$ cat src/rtl/byte_serial_tx_pkg.sv
// Shared definitions for the byte-serial transmitter and its matching receiver.
// Holds the FSM state encoding, the frame geometry and the counter widths.
package byte_serial_tx_pkg;

  typedef enum logic [1:0] {
    StIdle  = 2'b00,
    StStart = 2'b01,
    StData  = 2'b10,
    StStop  = 2'b11
  } tx_state_e;

  localparam int unsigned FrameBits = 10;  // start + 8 data + stop
  localparam int unsigned DataBits  = 8;
  localparam int unsigned TickW     = 8;   // tick counter width, ClksPerBit <= 255
  localparam int unsigned BitCntW   = 3;   // indexes the 8 data bits

endpackage

$ cat src/rtl/byte_serial_tx_bit_timer.sv
// Bit-period timer shared by the serial transmitter and receiver.
// Counts clock cycles inside one serial bit and flags the last one.
//   clk      : system clock
//   clear    : asynchronous active-high reset
//   run      : count while high; counter is held at 0 while low
//   bit_end  : high on the last cycle of each ClksPerBit-cycle bit period
module byte_serial_tx_bit_timer
  import byte_serial_tx_pkg::*;
#(
  parameter int unsigned ClksPerBit = 4
) (
  input  logic clk,
  input  logic clear,
  input  logic run,
  output logic bit_end
);

  localparam logic [TickW-1:0] TickLast = TickW'(ClksPerBit - 1);

  logic [TickW-1:0] tick_q, tick_d;

  // With ClksPerBit == 1 TickLast is 0, so every running cycle is a bit end.
  assign bit_end = run & (tick_q == TickLast);

  always_comb begin
    tick_d = '0;
    if (run && !bit_end) begin
      tick_d = tick_q + 1'b1;
    end
  end

  always_ff @(posedge clk or posedge clear) begin
    if (clear) begin
      tick_q <= '0;
    end else begin
      tick_q <= tick_d;
    end
  end

endmodule

$ cat src/rtl/byte_serial_tx.sv
// Byte-serial transmitter: accepts one byte over a valid/ready handshake and
// sends it LSB first as a frame of start bit (0), 8 data bits, stop bit (1).
//   clk      : system clock, rising edge
//   clear    : asynchronous active-high reset
//   d_valid  : upstream byte available
//   d_in     : byte to send, sampled only on the accept edge
//   d_ready  : block can accept a byte (idle)
//   tx       : registered serial line, idles high
//   busy     : frame in progress
//   done     : registered one-cycle pulse after the stop bit completes
module byte_serial_tx
  import byte_serial_tx_pkg::*;
#(
  parameter int unsigned ClksPerBit = 4
) (
  input  logic       clk,
  input  logic       clear,
  input  logic       d_valid,
  input  logic [7:0] d_in,
  output logic       d_ready,
  output logic       tx,
  output logic       busy,
  output logic       done
);

  tx_state_e          state_q, state_d;
  logic [7:0]         shift_q, shift_d;
  logic [BitCntW-1:0] bit_cnt_q, bit_cnt_d;
  logic               tx_q, tx_d;
  logic               done_q, done_d;
  logic               bit_end;

  byte_serial_tx_bit_timer #(
    .ClksPerBit (ClksPerBit)
  ) u_bit_timer (
    .clk     (clk),
    .clear   (clear),
    .run     (state_q != StIdle),
    .bit_end (bit_end)
  );

  always_comb begin
    state_d   = state_q;
    shift_d   = shift_q;
    bit_cnt_d = bit_cnt_q;
    tx_d      = tx_q;
    done_d    = 1'b0;
    unique case (state_q)
      StIdle: begin
        tx_d      = 1'b1;
        bit_cnt_d = '0;
        if (d_valid) begin
          shift_d = d_in;
          state_d = StStart;
          tx_d    = 1'b0;
        end
      end
      StStart: begin
        if (bit_end) begin
          state_d = StData;
          tx_d    = shift_q[0];
        end
      end
      StData: begin
        if (bit_end) begin
          shift_d = {1'b0, shift_q[7:1]};
          if (bit_cnt_q == BitCntW'(DataBits - 1)) begin
            bit_cnt_d = '0;
            state_d   = StStop;
            tx_d      = 1'b1;
          end else begin
            bit_cnt_d = bit_cnt_q + 1'b1;
            // Next LSB is shift_q[1]; drive it on the same edge the shift happens.
            tx_d      = shift_q[1];
          end
        end
      end
      StStop: begin
        tx_d = 1'b1;
        if (bit_end) begin
          state_d = StIdle;
          done_d  = 1'b1;
        end
      end
    endcase
  end

  always_ff @(posedge clk or posedge clear) begin
    if (clear) begin
      state_q   <= StIdle;
      shift_q   <= '0;
      bit_cnt_q <= '0;
      tx_q      <= 1'b1;
      done_q    <= 1'b0;
    end else begin
      state_q   <= state_d;
      shift_q   <= shift_d;
      bit_cnt_q <= bit_cnt_d;
      tx_q      <= tx_d;
      done_q    <= done_d;
    end
  end

  assign d_ready = (state_q == StIdle);
  assign busy    = (state_q != StIdle);
  assign tx      = tx_q;
  assign done    = done_q;

endmodule

$ cat config.mk
export PLATFORM = sky130hd
export DESIGN_NAME = byte_serial_tx
export DESIGN_NICKNAME = d
export VERILOG_FILES = /design/src/rtl/byte_serial_tx_pkg.sv /design/src/rtl/byte_serial_tx_bit_timer.sv /design/src/rtl/byte_serial_tx.sv
export SDC_FILE = /design/constraint.sdc
export NUM_CORES = 1
export LEC_CHECK = 0
export ABC_AREA = 1
export CORE_MARGIN = 2
export CORE_UTILIZATION = 45
export CTS_CLUSTER_DIAMETER = 40
export DETAILED_ROUTE_END_ITERATION = 12
export PLACE_DENSITY = 0.69
export SETUP_SLACK_MARGIN = 0.2
export SLEW_MARGIN = 0
export SYNTH_ARGS = -nofsm -noshare
export SYNTH_HDL_FRONTEND = slang
export SYNTH_SLANG_ARGS = --single-unit
$ cat constraint.sdc
create_clock -name clk -period 1.8 [get_ports clk]
set_clock_uncertainty 0.05 [all_clocks]
set_input_delay 0.45 -clock clk [delete_from_list [all_inputs] [get_ports clk]]
set_output_delay 0.45 -clock clk [all_outputs]
set_load 0.01 [all_outputs]
==> flow_metrics.env <==
export IMPL_ys_seq_area_share_pct=45.7
export IMPL_final_util_pct=59.7
export IMPL_vias=1152
export IMPL_post_dp_cell_area_um2=1480
export IMPL_die_area_um2=3240
export IMPL_power_switching_w=0.00106
export IMPL_hold_class="in -> async"
export IMPL_startpoint="state_q[0]"
export IMPL_dp_slack_ns=0.0555
export IMPL_worst_path_max_fanout=4
export IMPL_setup_tns_ns=0
export IMPL_nets=222
export IMPL_synth_async_reset_ratio_pct=100
export IMPL_antenna_cells=0
export IMPL_p_leak_nw=0.875
export IMPL_clk_latency_ns=0.31
export IMPL_area_delta_synth_final_pct=28.4
export IMPL_hold_viol=0
export IMPL_synth_warnings=0
export IMPL_clkSlewWorstSetupHoldPaths_ns=0.13
export IMPL_rsz0062_at_grt="yes"
export IMPL_synth_seq_cells=23
export IMPL_pin_count=15
export IMPL_ant_nets=0
export IMPL_die_width_um=56.9
export IMPL_start_util_pct=46.5
export IMPL_tightest_slew_ns=0.288
export IMPL_max_clock_freq_ghz=0.618
export IMPL_synth_adder_area_share_pct=7.94
export IMPL_yosys_area_top_type_share_pct=43.7
export IMPL_synth_distinct_cells=20
export IMPL_synth_net_count=189
export IMPL_design_area_um2=1620
export IMPL_port_buffers=14
export IMPL_num_rows=19
export IMPL_drt_iter0_drc=52
export IMPL_cts_made_buffers=3
export IMPL_synthSimpleGateAreaFrac_pct=35.6
export IMPL_totalWireLength_um=2700
export IMPL_power_frac_comb_pct=59.3
export IMPL_synthXorXnorAreaFrac_pct=0
export IMPL_arrival_ns=1.12
export IMPL_drt_wirelength_per_cell_um=11.6
export IMPL_ir_worst_vdd_v=0.000879
export IMPL_synth_ff_type="dfrtp_1"
export IMPL_cts_sinks=23
export IMPL_core_um2=2710
export IMPL_outcome="finished clean"
export IMPL_gp_congestion=0.791
export IMPL_rrSetupSlack_ns=0.30
export IMPL_grt_pass1_vias=1128
export IMPL_drive_gt1_share_pct=18.8
export IMPL_worst_setup_path_type="reg -> out"
export IMPL_place_hpwl_um=1860
export IMPL_drc=0
export IMPL_cts_tree="done"
export IMPL_p_seq_share_pct=31.1
export IMPL_synth_area_leader_cell="dfrtp_1"
export IMPL_synthMuxAreaShare_pct=0
export IMPL_grt_max_degree=24
export IMPL_fillCellCount=235
export IMPL_yosysMostFrequentCell="nand2_1"
export IMPL_cap_violations=0
export IMPL_avgSynthCellArea_um2=7.42
export IMPL_fin_crit_sh_pct=89.9
export IMPL_power_density_nw_per_um2=1530
export IMPL_r2r_start="state_q[0]"
export IMPL_startpoint_type="register"
export IMPL_max_slew_margin_rel_pct=80.8
export IMPL_clockRootBuffer="clkbuf_4"
export IMPL_synth_edff_count=0
export IMPL_synth_commonest_cells="69 x nand2_1, 22 x dfrtp_1, 20 x nor2_1, 15 x inv_1, 15 x nand3_1"
export IMPL_die_h_um=56.9
export IMPL_h_tree_depth=1
export IMPL_antenna_found_initial=0
export IMPL_setup_worst_path_end_class="output pin"
export IMPL_clockPowerShare_pct=9.5
export IMPL_syn_area_um2=1260
export IMPL_setup_viol=0
export IMPL_synthTopCellsByArea="dfrtp_1 44%, nand2_1 21%, ha_1 7.9%, nand3_1 6.0%, nor2_1 6.0%"
export IMPL_synth_top_family_by_area="simple AND/OR/NAND/NOR gates"
export IMPL_holdWs_ns=0.413
export IMPL_synth_compound_area_share_pct=4.07
export IMPL_firstDrtPassIters=5
export IMPL_grt_usage_pct=17.8
export IMPL_overflow=0
export IMPL_internal_power_w=0.00141
export IMPL_setup_ws_ns=0.181
export IMPL_clockBufferDepth=2
export IMPL_grt_first_pass_wirelength_um=4570
export IMPL_required_ns=1.30
export IMPL_postCtsHoldBufs=0
export IMPL_p_sw_share_pct=42.9
export IMPL_post_drt_via_cell_ratio=4.94
export IMPL_period_minus_slack_ns=1.62
export IMPL_synthCells=170
export IMPL_drv_slew=0
[per-stage QoR]
stage                     total power, W  std cells
after floorplan                  0.00159        170
after global placement           0.00192        220
after detailed placement         0.00196        220
after CTS                        0.00227        227
after global routing             0.00271        233
final                            0.00248        233
[per-layer routing]
layer	routed length (um)	part of all wire, %	vias up	track usage [%]
li1	-	-	591	-
met1	1230	46	540	20.6
met4	22	0.82	0	5.98
met2	1330	49	19	31.2
met3	115	4.3	2	5.67
met5	0	0	-	0
[cell type report]
class / instances / area, um^2 / share of cell area [%]
repair buffers: 31 / 258 / 15.9
well taps: 31 / 38.8 / 2.40
clock buffers: 4 / 26.3 / 1.62
flip-flops and latches: 23 / 577 / 35.6
multi-input cells: 127 / 651 / 40.2
inverters: 17 / 68.8 / 4.25
[path summary, 6_finish.rpt]
check,end,cells past startpoint
min in group clk,u_bit_timer.tick_q[0],1
max reg2reg,shift_q[6],10
max,busy,4
max in group asynchronous,tx,3
min reg2reg,u_bit_timer.tick_q[0],1
min,bit_cnt_q[0],3
[layout by cell type (no fill, tap or decap), types with 2 or more instances in the layout]
cell | Yosys | routed
clkdlybuf4s50_1 | 0 | 10
ha_1 | 8 | 6
nand2_1 | 69 | 67
inv_1 | 15 | 12
dfrtp_1 | 22 | 22
inv_2 | 2 | 3
nand3_1 | 15 | 14
nand4_1 | 2 | 2
clkbuf_4 | 0 | 3
buf_4 | 0 | 17
o21ai_0 | 4 | 3
inv_4 | 0 | 2
ha_4 | 0 | 2
nor2_1 | 20 | 19
a21oi_1 | 3 | 3
nand2_2 | 1 | 2
[sequential cells by signal, summed over array words and instances (netlist names)]
register,flops
shift_q,8
u_bit_timer.tick_q,8
bit_cnt_q,3
state_q,2
done,1
tx,1
[logic make-up after synthesis]
| group | after synthesis |
|---|---|
| AOI/OAI and AO/OA | 9 |
| buffers and inverters | 20 |
| and+or+nand+nor | 110 |
| DFF | 23 |
| adders and majority gates | 8 |
[critical path: stages (launching register included)]
cell	delay, ns
dfrtp_1	0.41
inv_2	0.08
ha_4	0.16
inv_4	0.05
buf_6	0.11
[timing repair]
action,in CTS,in global routing
endpoints found under the hold margin,0,0
endpoints found under the setup margin,4,21
buffers inserted,3,6
pin swaps,1,1
resized for setup,16,12
cloned,0,0
[power groups by stage]
stage | Combinational [W] | Sequential, W | Clock [W]
6_report | 0.00147 | 0.000771 | 0.000236
2_1_floorplan | 0.000817 | 0.000772 | 0
5_1_grt | 0.00165 | 0.000792 | 0.000269
4_1_cts | 0.00125 | 0.000770 | 0.000246
3_5_place_dp | 0.00119 | 0.000777 | 0
3_3_place_gp | 0.00115 | 0.000769 | 0
(Power assumes the default switching activity.)
